$ cat config.mk
export PLATFORM = sky130hd
export DESIGN_NAME = calc_sequencer
export DESIGN_NICKNAME = d
export VERILOG_FILES = /design/src/rtl/calc_sequencer.sv
export SDC_FILE = /design/constraint.sdc
export NUM_CORES = 1
export LEC_CHECK = 0
export ABC_AREA = 1
export CAP_MARGIN = 10
export CORE_MARGIN = 2
export CORE_UTILIZATION = 55
export DETAILED_ROUTE_END_ITERATION = 12
export HOLD_SLACK_MARGIN = 0.08
export PLACE_DENSITY_LB_ADDON = 0.3
export SYNTH_ARGS = -nofsm -noshare
export SYNTH_HDL_FRONTEND = slang
export SYNTH_SLANG_ARGS = --single-unit
export TNS_END_PERCENT = 100
$ cat constraint.sdc
create_clock -name clk -period 12 [get_ports clk]
set_clock_uncertainty 0.15 [all_clocks]
set_input_delay 2.4 -clock clk [delete_from_list [all_inputs] [get_ports clk]]
set_output_delay 2.4 -clock clk [all_outputs]
set_load 0.1 [all_outputs]
$ cat src/rtl/calc_sequencer.sv
// Command sequencer for 16-bit add/sub/mul and a multi-cycle restoring div/mod,
// with a valid/ready handshake on both the command and result sides.
module calc_sequencer #(
    parameter int DIV_BITS_PER_CYCLE = 1
) (
    input  logic        clk,
    input  logic        rst,
    input  logic        cmd_valid,
    output logic        cmd_ready,
    input  logic [3:0]  command,
    input  logic [15:0] inputP,
    input  logic [15:0] inputQ,
    output logic        res_valid,
    input  logic        res_ready,
    output logic [31:0] result,
    output logic        flag_carry,
    output logic        flag_overflow,
    output logic        flag_div_zero,
    output logic        flag_illegal
);

    typedef enum logic [1:0] {IDLE, EXEC, DIV, DONE} state_t;

    localparam int         DIV_CYCLES = 16 / DIV_BITS_PER_CYCLE;
    localparam logic [3:0] LAST_CNT   = 4'(DIV_CYCLES - 1);

    state_t      state_q, state_d;
    logic [3:0]  op_q, op_d;
    logic [15:0] p_q, p_d;
    logic [15:0] q_q, q_d;
    logic [31:0] result_q, result_d;
    logic        carry_q, carry_d;
    logic        ovf_q, ovf_d;
    logic        dz_q, dz_d;
    logic        ill_q, ill_d;
    logic [15:0] rem_q, rem_d;
    logic [15:0] dq_q, dq_d;
    logic [3:0]  cnt_q, cnt_d;

    logic [16:0] add_full;
    logic [16:0] sub_full;
    logic [31:0] mul_full;

    assign add_full = {1'b0, p_q} + {1'b0, q_q};
    assign sub_full = {1'b0, p_q} + {1'b0, ~q_q} + 17'd1;
    assign mul_full = 32'(p_q) * 32'(q_q);

    // dq holds the not-yet-consumed dividend bits in the top and the
    // quotient bits shifted in at the bottom; after 16 steps it is the quotient.
    logic [15:0] rem_chain [DIV_BITS_PER_CYCLE+1];
    logic [15:0] dq_chain  [DIV_BITS_PER_CYCLE+1];

    assign rem_chain[0] = rem_q;
    assign dq_chain[0]  = dq_q;

    for (genvar gi = 0; gi < DIV_BITS_PER_CYCLE; gi++) begin : g_div_step
        logic [16:0] trial;
        logic        fits;
        assign trial = {rem_chain[gi], dq_chain[gi][15]};
        assign fits  = (trial >= {1'b0, q_q});
        // Remainder stays below the divisor, so the 16-bit modular difference is exact.
        assign rem_chain[gi+1] = fits ? (trial[15:0] - q_q) : trial[15:0];
        assign dq_chain[gi+1]  = {dq_chain[gi][14:0], fits};
    end

    always_comb begin
        state_d  = state_q;
        op_d     = op_q;
        p_d      = p_q;
        q_d      = q_q;
        result_d = result_q;
        carry_d  = carry_q;
        ovf_d    = ovf_q;
        dz_d     = dz_q;
        ill_d    = ill_q;
        rem_d    = rem_q;
        dq_d     = dq_q;
        cnt_d    = cnt_q;

        case (state_q)
            IDLE: begin
                if (cmd_valid) begin
                    op_d    = command;
                    p_d     = inputP;
                    q_d     = inputQ;
                    state_d = EXEC;
                end
            end
            EXEC: begin
                state_d  = DONE;
                result_d = '0;
                carry_d  = 1'b0;
                ovf_d    = 1'b0;
                dz_d     = 1'b0;
                ill_d    = 1'b0;
                rem_d    = '0;
                dq_d     = p_q;
                cnt_d    = '0;
                case (op_q)
                    4'd0: begin
                        result_d = {16'b0, add_full[15:0]};
                        carry_d  = add_full[16];
                        ovf_d    = (p_q[15] == q_q[15]) && (add_full[15] != p_q[15]);
                    end
                    4'd1: begin
                        result_d = {16'b0, sub_full[15:0]};
                        carry_d  = ~sub_full[16];
                        ovf_d    = (p_q[15] != q_q[15]) && (sub_full[15] != p_q[15]);
                    end
                    4'd2: result_d = mul_full;
                    4'd3, 4'd4: begin
                        if (q_q == 16'd0) begin
                            dz_d = 1'b1;
                        end else begin
                            state_d = DIV;
                        end
                    end
                    default: ill_d = 1'b1;
                endcase
            end
            DIV: begin
                rem_d = rem_chain[DIV_BITS_PER_CYCLE];
                dq_d  = dq_chain[DIV_BITS_PER_CYCLE];
                cnt_d = cnt_q + 4'd1;
                if (cnt_q == LAST_CNT) begin
                    state_d  = DONE;
                    result_d = (op_q == 4'd3) ? {16'b0, dq_chain[DIV_BITS_PER_CYCLE]}
                                              : {16'b0, rem_chain[DIV_BITS_PER_CYCLE]};
                end
            end
            DONE: begin
                if (res_ready) begin
                    state_d = IDLE;
                end
            end
            default: state_d = IDLE;
        endcase
    end

    always_ff @(posedge clk) begin
        if (rst) begin
            state_q  <= IDLE;
            op_q     <= '0;
            p_q      <= '0;
            q_q      <= '0;
            result_q <= '0;
            carry_q  <= 1'b0;
            ovf_q    <= 1'b0;
            dz_q     <= 1'b0;
            ill_q    <= 1'b0;
            rem_q    <= '0;
            dq_q     <= '0;
            cnt_q    <= '0;
        end else begin
            state_q  <= state_d;
            op_q     <= op_d;
            p_q      <= p_d;
            q_q      <= q_d;
            result_q <= result_d;
            carry_q  <= carry_d;
            ovf_q    <= ovf_d;
            dz_q     <= dz_d;
            ill_q    <= ill_d;
            rem_q    <= rem_d;
            dq_q     <= dq_d;
            cnt_q    <= cnt_d;
        end
    end

    assign cmd_ready     = (state_q == IDLE);
    assign res_valid     = (state_q == DONE);
    assign result        = result_q;
    assign flag_carry    = carry_q;
    assign flag_overflow = ovf_q;
    assign flag_div_zero = dz_q;
    assign flag_illegal  = ill_q;

endmodule
==> results.py <==
metrics = {
    "pwr": {
        "leakage_nw": 10.3,
        "p_clk_share_pct": 8.9,
        "switching_share_pct": 61.1,
        "power.density_nw_per_um2": 203,
        "ir_drop_mv": 0.262,
        "p_seq_share_pct": 15.3,
        "p_switching_w": 0.00230,
        "p_comb_share_pct": 75.7,
        "internal-power_w": 0.00146,
    },
    "hold_path": {
        "min_to": "op_q[3]",
        "hold_depth": 2,
        "worstHoldStart": "op_q[3]",
        "hold_path_class": "reg -> reg",
    },
    "flow_run": {
        "maxCapViolations": 0,
    },
    "global_routing": {
        "gr-total-overflow": 0,
        "grt_pass1_wl_mm": 93.6,
        "grt.total_usage_pct": 36.9,
        "antenna_found_initial": 0,
        "grt_max_degree": 70,
        "grt_pass1_vias": 16407,
    },
    "place": {
        "dp_slack_ps": 5310,
        "port_buffers": 77,
        "post_dp_cell_area_um2": 18200,
        "dpl.hpwl_mm": 46.0,
        "place.gp.congestion": 0.997,
    },
    "layout": {
        "syn2layout_area_growth_pct": 7.41,
        "nets": 2968,
        "final.fill_count": 3020,
        "multi_input_area_um2": 12300,
        "layout_common_cells": "nand2_1, inv_1, fa_1",
        "antennaDiodeCount": 0,
        "drive_gt1_share_pct": 3.49,
        "final_area_um2": 18500,
        "mostFrequentLayoutCell": "nand2_1",
        "regArea_um2": 2200,
    },
    "clock_tree": {
        "cts_made_buffers": 9,
        "tritoncts": "yes",
        "numClockSinks": 110,
        "clk_latency_ps": 390,
        "post_cts_resized": 0,
        "cts-root-buf": "clkbuf_16",
        "cts_setup_buffers": 0,
        "clkTransAtPathRegs_ps": 90,
        "h-tree-depth": 3,
        "clock_path_buffers": 2,
        "holdBufCountCts": 0,
    },
    "drt": {
        "via_per_inst": 5.62,
        "drc": 0,
        "drt-initial-drc-count": 1807,
        "wl_per_cell_um": 19.8,
        "finalWirelength_mm": 58.8,
        "drt-pass1-iter-count": 6,
        "vias": 16712,
        "ant_nets": 0,
    },
    "setup_path": {
        "path_class": "reg -> reg",
        "cp_common_cell": "fa_1",
        "crit_fanout": 19,
        "end_kind": "flip-flop",
        "r2r_end": "result[24]",
        "cpMaxStageDelayCell": "dfxtp_1",
        "slowest_delay_ps": 1080,
        "r2r_start": "p_q[7]",
        "r2r_slack_ps": 5190,
        "critical-path-top-delay-family": "adder cells",
        "arrival_ps": 6920,
        "crit_required_ps": 12110,
        "rr_worst_depth": 19,
        "cp-start-kind": "flip-flop",
        "path_cells": "ha_1 -> inv_1 -> fa_1 -> inv_1 -> fa_1 -> fa_1 -> fa_1 -> fa_1 -> inv_1 -> fa_1 -> inv_1 -> ha_1 -> a21oi_1 -> a21boi_0 -> o21ai_0 -> nand2_1 -> nand3_1 -> o21ai_0 -> a21oi_1",
        "crit_buf_inv": 4,
    },
    "synth": {
        "synth_compound_area_share_pct": 9.83,
        "synthMuxAreaShare_pct": 0,
        "synth-edff-count": 0,
        "synthFlopType": "dfxtp_1",
        "async_flop_share_pct": 0,
        "yosysUniqueCellTypes": 49,
        "ys_ff_latch": 110,
        "ys_warn_count": 0,
        "synth.net_count": 2974,
        "synth_area_per_cell_um2": 6.67,
        "seq_area_frac_synth_pct": 12.8,
        "synth_xor_area_share_pct": 0.713,
        "synthAdderAreaFrac_pct": 34.3,
        "netlist_area_um2": 17200,
        "synth_top_family_by_area": "adder cells",
        "netlist_instances": 2580,
        "synth-simple-area-share_pct": 26.6,
    },
    "die": {
        "start_util_pct": 56.1,
        "die_y_um": 181,
        "coreArea_um2": 30700,
        "fp.dieW_um": 181,
        "rows": 64,
        "die_area_um2": 32700,
        "boundaryPins": 78,
    },
    "timing": {
        "setup_slack_ps": 5190,
        "hold_viol": 0,
        "rsz0062_at_grt": "no",
        "finalCritPeriodShare_pct": 56.8,
        "finalSetupTns_ps": 0,
        "setup_viol": 0,
        "min_period_ps": 6810,
        "worst_hold_slack_ps": 326,
        "slew_headroom_pct": 19.9,
        "tightest_slew_ps": 1200,
        "finalMaxSlewViolations": 0,
        "fmax_ghz": 0.147,
    },
    "run_status": {
        "status": "finished clean",
    },
}
[stage by stage]
| step | instances | power [W] | utilization, % |
|---|---|---|---|
| 2_1_floorplan | 2580 | 0.00247 | - |
| 3_3_place_gp | 2959 | 0.00330 | 59.2 |
| 3_5_place_dp | 2959 | 0.00333 | 59.2 |
| 4_1_cts | 2975 | 0.00369 | 60.2 |
| 5_1_grt | 2975 | 0.00407 | 60.2 |
| 6_report | 2975 | 0.00376 | 60.2 |
[flip-flops by register name (all words and copies together) (netlist names)]
signal,count
state_q,2
op_q,4
cnt_q,4
flag_div_zero,1
flag_illegal,1
flag_carry,1
rem_q,16
p_q,16
flag_overflow,1
q_q,16
result,32
dq_q,16
[power groups by stage]
stage          Sequential (W)  Combinational [W]  Clock, W
6_report             0.000576            0.00284  0.000335
4_1_cts              0.000570            0.00278  0.000340
5_1_grt              0.000582            0.00314  0.000350
2_1_floorplan        0.000658            0.00181         0
3_5_place_dp         0.000577            0.00276         0
3_3_place_gp         0.000573            0.00273         0
[Yosys cell counts (9+ instances only)]
| master | instances | area, um2 |
|---|---|---|
| a21oi_2 | 9 | 78.8 |
| dfxtp_1 | 110 | 2200 |
| nand3_1 | 164 | 821 |
| o21ai_2 | 9 | 78.8 |
| or2_1 | 10 | 62.6 |
| a21oi_1 | 140 | 701 |
| ha_1 | 157 | 1960 |
| inv_1 | 587 | 2200 |
| buf_2 | 9 | 45.0 |
| nand2_1 | 699 | 2620 |
| nor3_1 | 16 | 80.1 |
| nand4_1 | 26 | 163 |
| fa_1 | 197 | 3940 |
| clkbuf_1 | 100 | 375 |
| o21ai_0 | 122 | 611 |
| nor2_1 | 127 | 477 |
[layer usage]
metal / global-route usage, % / vias up / share of wire (%)
met5: 0 / - / 0
met4: 11.4 / 0 / 3.3
met3: 9.37 / 114 / 13
met1: 53.5 / 7899 / 43
met2: 54.0 / 917 / 41
li1: - / 7782 / -
[worst reg2reg max path: stages (launching register included)]
cell	delay, ps
dfxtp_1	1080
ha_1	320
inv_1	90
fa_1	510
inv_1	120
fa_1	420
fa_1	670
fa_1	470
fa_1	500
inv_1	50
fa_1	470
inv_1	40
ha_1	370
a21oi_1	210
a21boi_0	380
o21ai_0	190
nand2_1	90
nand3_1	80
o21ai_0	360
a21oi_1	120
[final cells by class]
class,instances,area share [%]
Clock buffer,9,1.22
Timing Repair Buffer,102,5.16
Inverter,592,12.0
Multi-Input combinational cell,1759,66.5
Clock inverter,7,0.474
Sequential cell,110,11.9
Tap cell,396,2.68
[kinds of logic (layout without fill, tap and decap cells)]
| family | count (synthesis) | after routing |
|---|---|---|
| DFF | 110 | 110 |
| and+or+nand+nor | 1082 | 1082 |
| adders and majority gates | 354 | 354 |
| buffers and inverters | 711 | 710 |
| AOI/OAI and AO/OA | 309 | 309 |
| xor gates and xnor gates | 14 | 14 |
[worst max-delay path by stage]
stage	startpoint	endpoint	slack (ps)	cells past startpoint
6_report	p_q[7]	result[24]	5190	19
5_1_grt	p_q[7]	result[15]	4880	24
4_1_cts	p_q[7]	result[15]	5310	24
3_5_place_dp	p_q[7]	result[15]	5310	24
3_3_place_gp	p_q[7]	result[24]	5450	19
2_1_floorplan	q_q[1]	result[20]	6280	22
(Power assumes the default switching activity.)
